**config.mk**
```make
export PLATFORM = sky130hd
export DESIGN_NAME = dsp_op_sequencer
export DESIGN_NICKNAME = d
export VERILOG_FILES = /design/src/rtl/dsp_op_sequencer.sv
export SDC_FILE = /design/constraint.sdc
export NUM_CORES = 1
export LEC_CHECK = 0
export BUFFER_PORTS_ARGS = -buffer_cell sky130_fd_sc_hd__buf_2
export CORE_AREA = 2 2 128 130
export DETAILED_ROUTE_END_ITERATION = 6
export DIE_AREA = 0 0 130 132
export PLACE_DENSITY = 0.78
export SETUP_SLACK_MARGIN = 0.2
export SYNTH_ARGS = -nofsm -noshare
export SYNTH_HDL_FRONTEND = slang
export SYNTH_SLANG_ARGS = --single-unit
```
**constraint.sdc**
```tcl
create_clock -name CLK -period 14.35 [get_ports CLK]
set_input_delay 2.1525 -clock CLK [delete_from_list [all_inputs] [get_ports CLK]]
set_output_delay 2.1525 -clock CLK [all_outputs]
set_load 0.03 [all_outputs]
```
**src/rtl/dsp_op_sequencer.sv**
```systemverilog
// Valid/ready command sequencer for a pipelined DSP48A1-style slice.
// Define DSP_SEQ_CHECK_EN to add expected-P checking and an error counter.
`timescale 1ns/1ps
module dsp_op_sequencer #(
   parameter int unsigned LATENCY    = 4,
   parameter logic [7:0]  OPMODE_RST = 8'h00
) (
   input  logic        CLK,
   input  logic        RST,
   input  logic        cmd_valid,
   output logic        cmd_ready,
   input  logic [17:0] cmd_a,
   input  logic [17:0] cmd_b,
   input  logic [47:0] cmd_c,
   input  logic [17:0] cmd_d,
   input  logic [7:0]  cmd_opmode,
   input  logic        cmd_carryin,
`ifdef DSP_SEQ_CHECK_EN
   input  logic [47:0] cmd_exp_p,
   output logic        rsp_err,
   output logic [15:0] err_count,
`endif
   input  logic        clear,
   output logic [17:0] dsp_a,
   output logic [17:0] dsp_b,
   output logic [47:0] dsp_c,
   output logic [17:0] dsp_d,
   output logic [7:0]  dsp_opmode,
   output logic        dsp_carryin,
   output logic        dsp_ce,
   output logic        dsp_rst,
   input  logic [47:0] dsp_p,
   input  logic        dsp_carryout,
   output logic        rsp_valid,
   input  logic        rsp_ready,
   output logic [47:0] rsp_p,
   output logic        rsp_carryout,
   output logic        busy
);

   typedef enum logic [1:0] {IDLE, CLR, RUN, RESP} state_t;

   localparam logic [3:0] CNT_INIT = 4'(LATENCY - 1);

   state_t     state;
   logic [3:0] cnt;

`ifdef DSP_SEQ_CHECK_EN
   logic [47:0] exp_q;
`endif

   // Ready is held low while RST is asserted so reset reads as not-ready.
   assign cmd_ready = (state == IDLE) && !clear && !RST;

   always_ff @(posedge CLK or posedge RST) begin
      if (RST) begin
         state        <= IDLE;
         cnt          <= '0;
         dsp_a        <= '0;
         dsp_b        <= '0;
         dsp_c        <= '0;
         dsp_d        <= '0;
         dsp_opmode   <= OPMODE_RST;
         dsp_carryin  <= 1'b0;
         dsp_ce       <= 1'b0;
         dsp_rst      <= 1'b1;
         rsp_valid    <= 1'b0;
         rsp_p        <= '0;
         rsp_carryout <= 1'b0;
         busy         <= 1'b0;
`ifdef DSP_SEQ_CHECK_EN
         exp_q        <= '0;
         rsp_err      <= 1'b0;
         err_count    <= '0;
`endif
      end else begin
         unique case (state)
            IDLE: begin
               dsp_rst <= clear;
               if (clear) begin
                  state  <= CLR;
                  dsp_ce <= 1'b0;
                  busy   <= 1'b1;
               end else if (cmd_valid) begin
                  dsp_a       <= cmd_a;
                  dsp_b       <= cmd_b;
                  dsp_c       <= cmd_c;
                  dsp_d       <= cmd_d;
                  dsp_opmode  <= cmd_opmode;
                  dsp_carryin <= cmd_carryin;
                  dsp_ce      <= 1'b1;
                  cnt         <= CNT_INIT;
                  state       <= RUN;
                  busy        <= 1'b1;
`ifdef DSP_SEQ_CHECK_EN
                  exp_q       <= cmd_exp_p;
`endif
               end
            end
            CLR: begin
               dsp_rst <= 1'b0;
               state   <= IDLE;
               busy    <= 1'b0;
            end
            RUN: begin
               if (cnt == 4'd0) begin
                  rsp_p        <= dsp_p;
                  rsp_carryout <= dsp_carryout;
                  rsp_valid    <= 1'b1;
                  dsp_ce       <= 1'b0;
                  state        <= RESP;
`ifdef DSP_SEQ_CHECK_EN
                  rsp_err      <= (dsp_p != exp_q);
`endif
               end else begin
                  cnt <= cnt - 4'd1;
               end
            end
            RESP: begin
               if (rsp_ready) begin
                  rsp_valid <= 1'b0;
                  state     <= IDLE;
                  busy      <= 1'b0;
`ifdef DSP_SEQ_CHECK_EN
                  if (rsp_err && err_count != 16'hFFFF)
                     err_count <= err_count + 16'd1;
`endif
               end
            end
            default: begin
               state <= IDLE;
               busy  <= 1'b0;
            end
         endcase
      end
   end

endmodule

```
==> metrics <==
max-slew violations 0; GR Util All Layers 0.171; first-pass GRT wire length 22900 µm; antenna-violating nets left 0; final WL between 10000 and 15000 µm; Die Span X approximately 130 µm; clock buffer depth 2; Pleak 4.37 nW; worst slew pin tran roughly 1.1 ns; Setup CP Type input pin to output port; WP data arrival approximately 2.8 ns; Yosys reg bits 170; cell-by-cell trace of the critical path buf_2, nor4_1, buf_2; Die Footprint 0.0172 mm²; Initial Utilization 0.413; final worst path period share 0.346; Post-Syn Nets approximately 560; CTS tree yes; WP data required 12.20 ns; Ports 330; CTS buffer count 17; cts repair resizes 0; IR drop worst, VDD about 0.13 mV; Synth area leaders dfrtp_1 65%, mux2_2 28%, buf_6 0.87%; fin nets around 890; WL/cell around 15 µm; status finished clean; max-cap violations 0; initial antenna violation count 1; clk_lat worst skew 0.41 ns; clock power share 0.181; Critical R2R Capture rsp_p[25]$_DFFE_PP0P_; area leader, netlist dfrtp_1; Yosys top cell area share 0.652; critical path endpoint category output port; fraction of layout cells with a size suffix above 1 0.714; Avg Vias per Cell around 4.6; Pre-antenna DRT Iters 4; Synth Warn # 0; final setup fails 0; Setup Skew approximately 0.010 ns; WP depth 3; CP most frequent cell buf_2; number of I/O port buffers approximately 330; H-tree depth 4; clock sinks 170; Gate Count Post-Synth 394; library cells used by synthesis 27; CTS root buffer clkbuf_16; number of global-route vias before repair about 4600; Power Internal ~1.4 mW; Rel. slew slack 0.237; Setup crit end cmd_ready; Sw Share 0.429; DRT iter0 DRCs approximately 160; Die Y 132 µm; Synth Cell Area approximately 0.0065 mm²; net switching power slightly above 1 mW; FMAX between 0.2 and 0.25 GHz; Layout area overhead 36.3%; vias around 4400; path depth of the worst reg2reg path 5; Seq/Total Area, Yosys 0.656; Comb power frac 0.465; Avg Inst Size Synth roughly 16 µm²; setup bufs post-CTS 0; worst hold start rsp_valid$_DFFE_PP0P_; Seq pwr share 0.355; R2R Setup Slk approximately 12 ns; Remaining DRCs 0; Setup crit start clear; crit-path leading delay family buffers and inverters; row count 46; crit path time final between 4 and 5 ns; slowest stage delay, CP about 0.26 ns; clock slew at reported path FFs approximately 0.06 ns; Cells after DPL roughly 920; Post-DP HPWL approximately 11000 µm; final non-filler cell total 955; largest net degree at the start of global routing between 90 and 100; GRT Residual Overflow 0; hold crit path type flip-flop to flip-flop; critical path's slowest cell nor4_1; Power Dens Cells 269 mW/mm²; Reg-to-Reg Start cnt[0]$_DFFE_PP0P_; RSZ-0062 raised after global routing no; CTS Hold Bufs 0; CORE AREA roughly 0.016 mm²; Placer Congestion 0.742; crit path max fanout 6; final hold viol count 0; Bufs and invs on worst path 2; CP startpoint kind input pin; TNS Setup 0 ns
-- power by group through the flow --
stage	registers (mW)	clock network [mW]	logic, mW
2_1_floorplan	1.32	0	0.316
3_3_place_gp	0.843	0	1.11
3_5_place_dp	0.854	0	1.12
4_1_cts	0.848	0.444	1.12
5_1_grt	0.878	0.466	1.17
6_report	0.845	0.430	1.11
-- worst register-to-register path: stages, from the launching register on --
cell and delay (ns):
dfrtp_1 0.41, inv_1 0.09, ha_1 0.15, nand2b_1 0.10, or3_2 0.93, mux2_2 0.51
-- cell usage after synthesis, drive strengths merged --
master	number
dfrtp	169
mux2	161
buf	20
nand2	7
nor2	5
inv	4
nand2b	4
o21ai	4
mux2i	3
ha	2
a21o	1
a21oi	1
a32o	1
and3	1
dfstp	1
nand3	1
nand3b	1
nand4	1
nor2b	1
nor3	1
nor4	1
nor4b	1
o21a	1
o21ba	1
or3	1
-- layout by cell type, fill, tap and decap left out --
master and count:
nor3_1 1, or3_2 1, inv_6 5, clkbuf_1 3
clkinvlp_4 5, nor4_1 1, nand4_1 1, nand2b_1 4
o21a_1 1, a21o_1 1, clkinv_4 1, clkinv_2 1
diode_2 1, a21oi_1 1, a32o_1 1, buf_4 3
o21ai_0 4, dfrtp_1 169, nor2b_1 1, mux2i_1 3
nor4b_4 1, o21ba_2 1, ha_1 2, bufinv_16 1
buf_2 329, nand3b_1 1, nor2_1 5, dfstp_2 1
nand2_1 7, nand3_1 1, mux2_2 161, clkbuf_16 17
inv_1 3, and3_1 1
-- how the worst min path moves through the flow --
| stage | endpoint | slack (ns) | depth (start not counted) |
|---|---|---|---|
| 2_1_floorplan | cnt[0]$_DFFE_PP0P_ | 0.47 | 1 |
| 3_3_place_gp | dsp_rst$_DFFE_PP1P_ | 0.45 | 2 |
| 3_5_place_dp | rsp_valid$_DFFE_PP0P_ | 0.46 | 2 |
| 4_1_cts | rsp_valid$_DFFE_PP0P_ | 0.47 | 2 |
| 5_1_grt | dsp_rst$_DFFE_PP1P_ | 0.49 | 2 |
| 6_report | rsp_valid$_DFFE_PP0P_ | 0.47 | 2 |
-- sequential cells by signal, indices dropped and copies added, names as in the netlist --
name and flops:
dsp_opmode 8, cnt 4, dsp_a 18, dsp_c 48, dsp_d 18, dsp_rst 1
state 2, rsp_valid 1, dsp_b 18, busy 1, rsp_p 48, rsp_carryout 1
dsp_carryin 1, dsp_ce 1
-- cell families (layout without fill, tap and decap cells) --
family	Yosys count	after routing	share of synthesized area
flops	170	170	0.656
mux	164	164	0.284
simple gates	25	25	0.0220
buf+inv	24	368	0.0245
compound gates	9	9	0.00926
fa+ha+maj	2	2	0.00386
other cells	0	1	0
-- per-stage QoR --
stage	hold slack (ns)	total power [mW]	instance area, µm²	setup WS (ns)	utilization
2_1_floorplan	0.469	1.64	6480	7.60	-
3_3_place_gp	0.454	1.95	8290	9.45	0.527
3_5_place_dp	0.459	1.97	8290	9.38	0.527
4_1_cts	0.474	2.41	8840	9.37	0.563
5_1_grt	0.490	2.51	8840	9.35	0.563
6_report	0.468	2.38	8840	9.38	0.563
-- cell type report --
| cell class | instances | area [µm²] |
|---|---|---|
| Inverter | 4 | 20.0 |
| Tap cell | 216 | 270 |
| Clock inverter | 12 | 116 |
| Sequential cell | 170 | 4260 |
| Fill cell | 1312 | 6870 |
| Antenna cell | 1 | 2.50 |
| Timing Repair Buffer | 332 | 1670 |
| Multi-Input combinational cell | 200 | 2070 |
| Clock buffer | 20 | 437 |
-- routing by layer --
| metal | wire, µm | vias up | track usage | part of all wire |
|---|---|---|---|---|
| li1 | - | 2059 | - | - |
| met1 | 5760 | 2121 | 0.201 | 0.39 |
| met2 | 7220 | 211 | 0.279 | 0.49 |
| met3 | 1350 | 20 | 0.0633 | 0.092 |
| met4 | 277 | 0 | 0.0717 | 0.019 |
| met5 | 0 | - | 0 | 0 |
Power figures use the tool's default switching activity.
